**src/rtl/vga_timing_gen.sv**
```systemverilog
// Parametrised raster timing generator: pixel-clock divider, h/v position
// counters and a registered decode of syncs, blanking, coordinates and
// line/frame strobes. All decoded outputs are computed from the next
// position so they change on the same edge as the counters.
module vga_timing_gen #(
  parameter int H_DISPLAY  = 640,
  parameter int H_FRONT    = 16,
  parameter int H_SYNC     = 96,
  parameter int H_BACK     = 48,
  parameter int V_DISPLAY  = 480,
  parameter int V_FRONT    = 10,
  parameter int V_SYNC     = 2,
  parameter int V_BACK     = 33,
  parameter bit H_SYNC_POL = 1'b0,
  parameter bit V_SYNC_POL = 1'b0,
  parameter int PIX_DIV    = 2,
  parameter int CW         = 11
) (
  input  logic          clk,
  input  logic          rst,
  output logic          h_sync,
  output logic          v_sync,
  output logic          blank_n,
  output logic [CW-1:0] posx,
  output logic [CW-1:0] posy,
  output logic          pix_stb,
  output logic          line_start,
  output logic          frame_start
);

  localparam int H_TOTAL = H_DISPLAY + H_FRONT + H_SYNC + H_BACK;
  localparam int V_TOTAL = V_DISPLAY + V_FRONT + V_SYNC + V_BACK;
  localparam int DW      = (PIX_DIV > 1) ? $clog2(PIX_DIV) : 1;

  if (H_DISPLAY < 1 || H_FRONT < 1 || H_SYNC < 1 || H_BACK < 1 ||
      V_DISPLAY < 1 || V_FRONT < 1 || V_SYNC < 1 || V_BACK < 1 ||
      PIX_DIV < 1 || H_TOTAL > (2 ** CW) || V_TOTAL > (2 ** CW)) begin : g_param_err
    $error("vga_timing_gen: illegal timing parameters");
  end

  localparam logic [DW-1:0] DIV_LAST = DW'(PIX_DIV - 1);
  localparam logic [CW-1:0] H_LAST   = CW'(H_TOTAL - 1);
  localparam logic [CW-1:0] V_LAST   = CW'(V_TOTAL - 1);
  localparam logic [CW-1:0] H_ACT    = CW'(H_DISPLAY);
  localparam logic [CW-1:0] V_ACT    = CW'(V_DISPLAY);
  localparam logic [CW-1:0] H_SS     = CW'(H_DISPLAY + H_FRONT);
  localparam logic [CW-1:0] H_SE     = CW'(H_DISPLAY + H_FRONT + H_SYNC);
  localparam logic [CW-1:0] V_SS     = CW'(V_DISPLAY + V_FRONT);
  localparam logic [CW-1:0] V_SE     = CW'(V_DISPLAY + V_FRONT + V_SYNC);

  logic [DW-1:0] div_q, div_d;
  logic [CW-1:0] hc_q, hc_d, vc_q, vc_d;
  logic          tick;
  logic          h_sync_q, h_sync_d, v_sync_q, v_sync_d, blank_q, blank_d;
  logic [CW-1:0] posx_q, posx_d, posy_q, posy_d;
  logic          pix_stb_q, line_q, line_d, frame_q, frame_d;

  // Next position and its decode; everything here is consumed on a tick.
  always_comb begin
    tick  = (div_q == DIV_LAST);
    div_d = tick ? '0 : div_q + 1'b1;
    hc_d  = hc_q;
    vc_d  = vc_q;
    if (tick) begin
      if (hc_q == H_LAST) begin
        hc_d = '0;
        vc_d = (vc_q == V_LAST) ? '0 : vc_q + 1'b1;
      end else begin
        hc_d = hc_q + 1'b1;
      end
    end
    blank_d  = (hc_d < H_ACT) && (vc_d < V_ACT);
    posx_d   = blank_d ? hc_d : '0;
    posy_d   = blank_d ? vc_d : '0;
    h_sync_d = (hc_d >= H_SS && hc_d < H_SE) ? H_SYNC_POL : ~H_SYNC_POL;
    v_sync_d = (vc_d >= V_SS && vc_d < V_SE) ? V_SYNC_POL : ~V_SYNC_POL;
    line_d   = tick && (hc_d == '0);
    frame_d  = line_d && (vc_d == '0);
  end

  // Divider and position counters; reset parks on the last pixel so the
  // first edge after release is a tick landing on (0,0).
  always_ff @(posedge clk or posedge rst) begin
    if (rst) begin
      div_q <= DIV_LAST;
      hc_q  <= H_LAST;
      vc_q  <= V_LAST;
    end else begin
      div_q <= div_d;
      hc_q  <= hc_d;
      vc_q  <= vc_d;
    end
  end

  // Registered outputs: levels update only on a tick, strobes every clock.
  always_ff @(posedge clk or posedge rst) begin
    if (rst) begin
      h_sync_q  <= ~H_SYNC_POL;
      v_sync_q  <= ~V_SYNC_POL;
      blank_q   <= 1'b0;
      posx_q    <= '0;
      posy_q    <= '0;
      pix_stb_q <= 1'b0;
      line_q    <= 1'b0;
      frame_q   <= 1'b0;
    end else begin
      pix_stb_q <= tick;
      line_q    <= line_d;
      frame_q   <= frame_d;
      if (tick) begin
        h_sync_q <= h_sync_d;
        v_sync_q <= v_sync_d;
        blank_q  <= blank_d;
        posx_q   <= posx_d;
        posy_q   <= posy_d;
      end
    end
  end

  assign h_sync      = h_sync_q;
  assign v_sync      = v_sync_q;
  assign blank_n     = blank_q;
  assign posx        = posx_q;
  assign posy        = posy_q;
  assign pix_stb     = pix_stb_q;
  assign line_start  = line_q;
  assign frame_start = frame_q;

endmodule

```
**config.mk**
```make
export PLATFORM = sky130hd
export DESIGN_NAME = vga_timing_gen
export DESIGN_NICKNAME = d
export VERILOG_FILES = /design/src/rtl/vga_timing_gen.sv
export SDC_FILE = /design/constraint.sdc
export NUM_CORES = 1
export LEC_CHECK = 0
export ABC_AREA = 1
export ABC_CLOCK_PERIOD_IN_PS = 2300
export CORE_UTILIZATION = 37
export CTS_BUF_LIST = sky130_fd_sc_hd__clkbuf_4 sky130_fd_sc_hd__clkbuf_8
export CTS_CLUSTER_DIAMETER = 40
export CTS_CLUSTER_SIZE = 40
export DETAILED_ROUTE_END_ITERATION = 12
export PLACE_DENSITY = 0.68
export REMOVE_ABC_BUFFERS = 1
export SLEW_MARGIN = 20
export SYNTH_ARGS = -nofsm -noshare
export SYNTH_HDL_FRONTEND = slang
export SYNTH_SLANG_ARGS = --single-unit
```
**constraint.sdc**
```tcl
create_clock -name clk -period 2.3 [get_ports clk]
set_input_delay 0.23 -clock clk [delete_from_list [all_inputs] [get_ports clk]]
set_output_delay 0.23 -clock clk [all_outputs]
set_load 0.05 [all_outputs]
```
---- After elaboration in Yosys (flattened, before gate mapping) ----
Cells that the tools add are included.
operators by class
  reductions and logical operators ........ 7
  equal/unequal tests ..................... 2
  $add $sub $neg .......................... 3
  $lt $le $gt $ge ......................... 6
  multiplexer cells ....................... 10
operators by type and width
  operator                                                             count
  two-way mux 11 bit                                                   7
  adder 11 x 1 -> 11 bit, second input constant                        2
  equality test 11 x 10 -> 1 bit, second input constant                2
  logical NOT 11 bit                                                   2
  < comparator 11 x 10 -> 1 bit, second input constant                 2
  < comparator 11 x 9 -> 1 bit, second input constant                  2
  greater-or-equal comparator 11 x 10 -> 1 bit, second input constant  1
  greater-or-equal comparator 11 x 9 -> 1 bit, second input constant   1
  logical AND 1 bit                                                    5
  two-way mux 1 bit                                                    3
  adder 1 bit, second input constant                                   1
storage, ports and cells
  output and inout port bits .............. 28
  flip-flop bits (word level) ............. 51
  logic and storage cells ................. 39

---- Logic depth before layout (Yosys ltp) ----
Gate-level depths: netlist of the first run.
  depth in word-level cells ............... 7
  gate-level depth with buffers ........... 15
  mapped depth without buffers ............ 14

---- Worst setup path before layout of the first run ----
OpenSTA, ideal clock, no wires.
  path kind ............................... register to register
  start point ............................. register hc_q[0]
  end point ............................... register blank_q, in the netlist blank_n
  stages on the path, launching flop included .. 15
  setup slack ............................. 0.224 ns
  arrival time ............................ 1.947 ns
  path through ............................ dfstp_2 > ha_1 > nand4_1 > nor2_4 > buf_6 > nand3_1 > nand2_1 > nand2_1 > nand2_1 > nand2_2 > clkinv_2 > nand2_4 > nand2_4 > buf_12 > o21ai_2
between the ends
  longest elaborated chain between the ends .. 5
  elaborated cells on any way between the ends .. 9
  classes of those cells .................. add/sub: 1; order compare: 2; eq/ne: 1; mux: 4; reduce/logical: 1
RTL lines
  what                            RTL line  source
  start, declared                 52        logic [CW-1:0] hc_q, hc_d, vc_q, vc_d;
  start signal, assigned          86        hc_q <= H_LAST;
  start signal, assigned          90        hc_q <= hc_d;
  equality test 11 x 10 -> 1 bit  65        if (hc_q == H_LAST) begin
  two-way mux 11 bit              65
  two-way mux 11 bit              64        if (tick) begin
  named net vc_d[8]               52
  < comparator 11 x 9 -> 1 bit    72        blank_d = (hc_d < H_ACT) && (vc_d < V_ACT);
  logical AND 1 bit               72
  end signal, assigned            113       blank_q <= blank_d;
  end, declared                   54        logic h_sync_q, h_sync_d, v_sync_q, v_sync_d, blank_q, blank_d;
The timed path passes the listed nets, and every way through them passes these cells.
A chain may end at the register's enable or synchronous reset.

---- Final worst setup path of the first run ----
  start point ............................. register hc_q[1]
  end point ............................... register posx_q[7], in the netlist posx[7]
between the ends
  longest elaborated chain between the ends .. 6
  elaborated cells on any way between the ends .. 10
  classes of those cells .................. add/sub: 1; order compare: 2; eq/ne: 1; mux: 5; reduce/logical: 1
RTL lines
  what                            RTL line  source
  equality test 11 x 10 -> 1 bit  65
  two-way mux 11 bit              65
  two-way mux 11 bit              64
  named net vc_d[10]              52
  < comparator 11 x 9 -> 1 bit    72
  logical AND 1 bit               72
  two-way mux 11 bit              73        posx_d = blank_d ? hc_d : '0;
  end signal, assigned            114       posx_q <= posx_d;
  end, declared                   55        logic [CW-1:0] posx_q, posx_d, posy_q, posy_d;
The timed path passes the listed nets, and every way through them passes these cells.

==> results.toml, run 1 <==
[worst_setup_path]
worst-path-stages = 13
crit_path_cell_trace = "ha_4 > nand4_1 > nor2_4 > buf_4 > nand3_2 > nand3_2 > nand2_4 > inv_2 > nand2_4 > nor2_8 > buf_12 > nand4_1 > nand2_1"
worstSetupEndpoint = "posx[7]$_DFFE_PP0P_"
r2r-end = "posx[7]$_DFFE_PP0P_"
ff2ff_setup_slack_ns = 0.08
reg2regPathDepth = 13
delay_of_the_slowest_cell_on_the_worst_path_ns = 0.58
critPathRequiredTime_ns = 2.55
startpoint_type = "flip-flop"
timing.critical_path.max_delay_family = "simple AND/OR/NAND/NOR gates"
setup.worst_path.start = "hc_q[1]$_DFF_PP1_"
worstPathMaxFanout = 8
rr_startpoint = "hc_q[1]$_DFF_PP1_"
crit_path_end_kind = "flip-flop"
worst-setup-path-type = "flip-flop to flip-flop"
crit_arrival_ns = 2.47
critical_path.n_buffers_inverters = 3
critical_path.slowest_cell = "dfstp_2"

[sta]
unrepaired_setup_endpoints_after_global_routing = "yes"
final.setup_skew_ns = 0.00855
slew_headroom = 0.579
setup-violations-final = 0
slew_viol_final = 0
worst_slew_pin_slew_ns = 0.632
timing.final.crit_period_ns = 2.22
layout_worst_path_cycle_share = 0.966
final_critical_path_setup_slack_ns = 0.0784
timing.fmax_ghz = 0.450
timing.final.hold_violations = 0

[place]
placed_cell_areas_mm2 = 0.00331
dpl.hpwl_um = 4860
port_buffers = 29
dp_slack_ns = -0.0241
place_congestion = 0.869

[clocking]
cts_max_level = 2
cts_buffer_count = 5
cts_tree = "yes"
cts_buffer_depth = 2
cts.clk_slew.worst_paths_ns = 0.09
cts_num_sinks = 51
holdBufCountCts = 0
clockRootBuffer = "clkbuf_8"
insertion_delay_ns = 0.31

[finish]
final_layout_size_suffix_gt1_frac = 0.234
utilization = 0.482
stdcell_area_mm2 = 0.00355
antenna-diode-count = 0
layout-area-overhead-vs-synth_pct = 23.9
layout.nets = 410
filler_cells_inserted = 725

[power_and_ir_drop]
worst_ir_drop_vdd_mv = 0.454
p_leak_nw = 1.76
power.density_mw_per_mm2 = 446

[die]
initial_core_utilization = 0.389
dieArea_mm2 = 0.00810
dieWidth_um = 90
placeableCoreArea_mm2 = 0.00737
ios = 30
die-height_um = 90
placement_rows = 31

[yosys]
number_of_enable_type_register_cells_in_the_synthesized_netlist = 0
netlist_instances = 368
yosysWarnings = 0
synth_async_sr_flop_share = 1.00
mappedNetlistArea_mm2 = 0.00287
synth_seq_area_share = 0.451
postSynth.topFlopCell = "dfrtp_1"
postSynthAreaPerCell_um2 = 7.79
synth_seq_cells = 51
netlist-cell-type-count = 31

[route]
drt-initial-drc-count = 91
route.antenna.remaining_nets = 0
detail_route.vias_per_cell = 4.83
drt-pass1-iter-count = 4
detail_route.wl_per_cell_um = 13.3
drt-total-wl_um = 6730
total_via_count_in_the_routed_design = 2441
drc = 0

[grt]
initial_antenna_violation_count = 0
grt_max_degree = 52
grt_usage = 0.172
number_of_global_route_vias_before_repair = 2405
grt-ovfl-total = 0
global_route_wire_length_before_repair_um = 11300

[run_status]
outcome = "completed"

[min_path]
min_path_type = "primary input to async pin"

[run]
cap_violations = 0
-- cells in the mapped netlist, drive strengths merged (2+ instances only) --
| master | number | share of area |
|---|---|---|
| nor2 | 47 | 0.077 |
| buf | 11 | 0.026 |
| nand4 | 14 | 0.031 |
| nor3 | 4 | 0.0070 |
| nand3 | 42 | 0.087 |
| nand2 | 125 | 0.18 |
| o21ai | 15 | 0.039 |
| xor2 | 2 | 0.013 |
| dfstp | 13 | 0.12 |
| inv | 46 | 0.060 |
| ha | 3 | 0.013 |
| clkbuf | 3 | 0.0039 |
| dfrtp | 38 | 0.33 |
-- area by class of cell --
type / count / area, um^2 / share of cell area
clock buffers: 6 / 82.6 / 0.0233
clock inverters: 2 / 38.8 / 0.0109
inverters: 47 / 178 / 0.0500
multi-input cells: 256 / 1390 / 0.392
flip-flops and latches: 51 / 1290 / 0.364
well taps: 99 / 124 / 0.0349
repair buffers: 44 / 444 / 0.125
-- cell families (layout without fill, tap and decap cells) --
logic type | Yosys count | count (layout) | share of synthesized area
AO/OA/AOI/OAI | 17 | 17 | 0.0445
XOR/XNOR | 3 | 3 | 0.0157
adder cells (fa/ha/maj) | 3 | 3 | 0.0131
buffers and inverters | 61 | 99 | 0.0917
flip-flops | 51 | 51 | 0.451
AND/OR/NAND/NOR | 233 | 233 | 0.384
-- stage by stage --
stage / total power, mW / hold WS (ns) / instances / TNS (ns)
2_1_floorplan: 0.927 / 0.457 / 354 / 0
4_1_cts: 1.60 / 0.439 / 501 / 0
3_3_place_gp: 0.935 / 0.466 / 492 / 0
6_report: 1.58 / 0.424 / 505 / 0
5_1_grt: 1.65 / 0.495 / 505 / -0.220
3_5_place_dp: 0.935 / 0.465 / 492 / -0.0241
-- how the worst min path moves through the flow --
stage,end,slack (ns),cells after the start
2_1_floorplan,hc_q[1]$_DFF_PP1_,0.46,2
3_3_place_gp,posx[5]$_DFFE_PP0P_,0.47,2
3_5_place_dp,posx[2]$_DFFE_PP0P_,0.46,2
4_1_cts,posx[10]$_DFFE_PP0P_,0.44,3
5_1_grt,posy[10]$_DFFE_PP0P_,0.50,3
6_report,posy[9]$_DFFE_PP0P_,0.42,3
-- cells in the final DEF (no fill, tap or decap) --
cell               n
buf_12             3
xor2_4             1
clkbuf_8           6
nor2_8             1
nor2_1            38
buf_6              1
nand2_1          106
bufinv_16          1
ha_1               2
buf_4             11
nor2_2             5
nand2_2           13
ha_4               1
o21ai_1            2
o21ai_2           10
inv_6              1
o21ai_0            3
nand2_8            1
inv_1             40
clkinv_2           1
nor3_1             2
inv_2              6
nor3_2             2
clkdlybuf4s50_1   29
nand3_1           32
o21bai_1           1
nand2_4            5
xor2_1             1
nor2_4             3
nand3_2           10
nand3b_1           1
nand4_1           14
dfrtp_1           38
xnor2_1            1
dfstp_2           13
o21a_1             1
-- worst register-to-register path, stage by stage (launching register included) --
cell and delay, ns:
dfstp_2 0.58, ha_4 0.15, nand4_1 0.16, nor2_4 0.31, buf_4 0.18, nand3_2 0.06
nand3_2 0.10, nand2_4 0.07, inv_2 0.07, nand2_4 0.06, nor2_8 0.14, buf_12 0.14
nand4_1 0.08, nand2_1 0.07
-- what timing repair did --
action | in CTS | in global routing
setup buffers | 1 | 4
gates resized for setup | 2 | 22
endpoints found under the setup margin | 9 | 22
pin swaps | 1 | 8
-- registers in the layout, summed over array words and instances, names as in the netlist --
name,flops
posy,11
v_sync,1
blank_n,1
vc_q,11
hc_q,11
h_sync,1
frame_start,1
div_q,1
pix_stb,1
posx,11
line_start,1
-- layer usage --
| layer | GRT usage | part of all wire | vias up |
|---|---|---|---|
| met5 | 0 | 0 | - |
| met4 | 0.0672 | 0.020 | 0 |
| met3 | 0.0254 | 0.031 | 11 |
| met2 | 0.310 | 0.51 | 40 |
| met1 | 0.206 | 0.44 | 1163 |
| li1 | - | - | 1227 |
-- report_power, final --
group | internal (mW) | leakage, nW | switching, mW
combinational | 0.00277 | 1.05 | 0.0171
sequential | 0.897 | 0.652 | 0
clock | 0.358 | 0.0618 | 0.308
total | 1.26 | 1.76 | 0.325
Note: power is estimated with default switching activity, not from simulation.
==> run 2, diff against run 1 <==
--- a/config.mk
+++ b/config.mk
@@ -7,6 +7,7 @@
 export LEC_CHECK = 0
 export ABC_AREA = 1
 export ABC_CLOCK_PERIOD_IN_PS = 2300
+export CAP_MARGIN = 40
 export CORE_UTILIZATION = 37
 export CTS_BUF_LIST = sky130_fd_sc_hd__clkbuf_4 sky130_fd_sc_hd__clkbuf_8
 export CTS_CLUSTER_DIAMETER = 40
==> results of run 2 <==
The final DEF is identical to that of run 1; final timing and power are the same.
==> run 3, diff against run 2 <==
--- a/config.mk
+++ b/config.mk
@@ -6,13 +6,14 @@
 export NUM_CORES = 1
 export LEC_CHECK = 0
 export ABC_AREA = 1
-export ABC_CLOCK_PERIOD_IN_PS = 2300
+export ABC_CLOCK_PERIOD_IN_PS = 2500
 export CAP_MARGIN = 40
 export CORE_UTILIZATION = 37
-export CTS_BUF_LIST = sky130_fd_sc_hd__clkbuf_4 sky130_fd_sc_hd__clkbuf_8
+export CTS_BUF_LIST = sky130_fd_sc_hd__clkbuf_16
 export CTS_CLUSTER_DIAMETER = 40
 export CTS_CLUSTER_SIZE = 40
 export DETAILED_ROUTE_END_ITERATION = 12
+export GPL_ROUTABILITY_DRIVEN = 0
 export PLACE_DENSITY = 0.68
 export REMOVE_ABC_BUFFERS = 1
 export SLEW_MARGIN = 20
==> constraint.sdc (replaced) <==
create_clock -name clk -period 2.5 [get_ports clk]
set_input_delay 0.25 -clock clk [delete_from_list [all_inputs] [get_ports clk]]
set_output_delay 0.25 -clock clk [all_outputs]
set_load 0.05 [all_outputs]
==> run 3 against run 2 <==
Compared with the run above:
- sequential cell count unchanged
- cell count down 2.0%
- clock-buffer cell count down 1
- critical endpoint is now posx[4]$_DFFE_PP0P_
- first-iteration DRC count up 62%
- via count down 1.2%
- largest power group unchanged
==> results.toml, run 3 (same netlist as run 1, synthesis figures left out) <==
[sta]
setup-violations-final = 0
layout_worst_path_cycle_share = 0.932
slew_headroom = 0.550
unrepaired_setup_endpoints_after_global_routing = "no"
timing.final.hold_violations = 0
final.setup_skew_ns = 0.00735
timing.final.crit_period_ns = 2.33
worst_slew_pin_slew_ns = 0.674
timing.fmax_ghz = 0.429
final_hold_slack_ns = 0.202
setup_tns_ns = 0
slew_viol_final = 0

[die]
initial_core_utilization = 0.389
placeableCoreArea_mm2 = 0.00737
ios = 30
placement_rows = 31
dieArea_mm2 = 0.00810
dieWidth_um = 90
die-height_um = 90

[worst_setup_path]
crit_path_cell_trace = "ha_1 > nand4_1 > nor2_4 > buf_4 > nand3_2 > nand3_2 > nand2_4 > inv_2 > nand2_4 > nor2_8 > nand2_8 > o21ai_0"
delay_of_the_slowest_cell_on_the_worst_path_ns = 0.55
worstPathMaxFanout = 11
critPathRequiredTime_ns = 2.70
startpoint_type = "flip-flop"
crit_path_end_kind = "flip-flop"
worst-setup-path-type = "flip-flop to flip-flop"
critical_path.slowest_cell = "dfstp_2"
crit_arrival_ns = 2.54

[power_and_ir_drop]
cell_internal_pwr_mw = 1.20
combinationalPowerShare = 0.013
power.share.sequential = 0.551
power.density_mw_per_mm2 = 444
p_leak_nw = 1.69
worst_ir_drop_vdd_mv = 0.292
p_total_mw = 1.50
netSwitchingPower_uw = 305
power_switching_share = 0.203
clockPowerShare = 0.436

[finish]
final_layout_size_suffix_gt1_frac = 0.167
layout-area-overhead-vs-synth_pct = 18.0
utilization = 0.459
layout.cells.most_common_list = "nand2_1 (115), inv_1 (42), nor2_1 (41)"
layout.cells.most_common = "nand2_1"
antenna-diode-count = 0
stdcell_area_mm2 = 0.00338
layout.nets = 400

[route]
detail_route.vias_per_cell = 4.87
drt-pass1-iter-count = 4
route.antenna.remaining_nets = 0
drt-initial-drc-count = 147
drc = 0
total_via_count_in_the_routed_design = 2411
drt-total-wl_um = 6240
detail_route.wl_per_cell_um = 12.6

[grt]
number_of_global_route_vias_before_repair = 2278
global_route_wire_length_before_repair_um = 10600
grt_max_degree = 32
initial_antenna_violation_count = 0
grt_usage = 0.162
grt-ovfl-total = 0

[run_status]
outcome = "completed"

[clocking]
cts_max_level = 2
cts_buffer_count = 5
cts_tree = "yes"
cts_num_sinks = 51
insertion_delay_ns = 0.29
cts.clk_slew.worst_paths_ns = 0.07
cts_setup_buffers = 0
holdBufCountCts = 0
clockRootBuffer = "clkbuf_16"
cts_buffer_depth = 2

[run]
cap_violations = 0

[place]
dpl.hpwl_um = 4580
port_buffers = 29
placed_cell_areas_mm2 = 0.00323

[min_path]
min_path_type = "primary input to async pin"
[run 3: cell types whose count changed in the layout (fill, tap and decap cells not counted), sizes merged]
cell / change
clkinv: +1
clkbuf: -1
buf: -10
clkinvlp: +1
bufinv: -1
[run 3: power by group through the flow]
stage | clock network, mW | registers (mW) | logic, mW
after floorplan | 0 | 0.841 | 0.0119
after global placement | 0 | 0.841 | 0.0207
after detailed placement | 0 | 0.841 | 0.0214
after CTS | 0.675 | 0.826 | 0.0212
after global routing | 0.705 | 0.825 | 0.0238
final | 0.655 | 0.826 | 0.0195
[run 3: final timing paths]
path / slack, ns / end / cells after the start / startpoint
min reg2reg: 0.48 / posy[0]$_DFFE_PP0P_ / 2 / posy[0]$_DFFE_PP0P_
min: 0.20 / posx[5]$_DFFE_PP0P_ / 2 / rst
max in group asynchronous: 1.69 / hc_q[1]$_DFF_PP1_ / 3 / rst
max reg2reg: 0.17 / posx[4]$_DFFE_PP0P_ / 12 / hc_q[0]$_DFF_PP1_
max: 0.17 / posx[4]$_DFFE_PP0P_ / 12 / hc_q[0]$_DFF_PP1_
min in group clk: 0.48 / posy[0]$_DFFE_PP0P_ / 2 / posy[0]$_DFFE_PP0P_
[run 3: area by class of cell]
cell class                      instances  area (um^2)
Fill cell                             737         3990
Multi-Input combinational cell        256         1320
Sequential cell                        51         1290
Timing Repair Buffer                   34          328
Inverter                               47          178
Clock buffer                            5          125
Tap cell                               99          124
Clock inverter                          3         16.3
[run 3: timing repair]
item	CTS	global route
endpoints found under the hold margin	0	0
gates resized for setup	0	1
setup endpoints to repair	0	2
[run 3: through the flow]
stage	setup slack, ns	std cells
after floorplan	0.345	354
after global placement	0.252	487
after detailed placement	0.158	487
after CTS	0.141	495
after global routing	0.0263	495
final	0.169	495
[run 3: worst max-delay path, delay by kind of cell, from the launching register on]
family | cells | cell delay, ns
AO/OA/AOI/OAI | 1 | 0.17
adder cells (fa/ha/maj) | 1 | 0.21
buffers and inverters | 2 | 0.26
flip-flops | 1 | 0.55
AND/OR/NAND/NOR | 8 | 1.05
[run 3: routing by layer]
| metal | vias up | GRT usage | part of all wire |
|---|---|---|---|
| li1 | 1206 | - | - |
| met1 | 1145 | 0.206 | 0.44 |
| met2 | 49 | 0.274 | 0.50 |
| met3 | 11 | 0.0279 | 0.035 |
| met4 | 0 | 0.0659 | 0.016 |
| met5 | - | 0 | 0 |
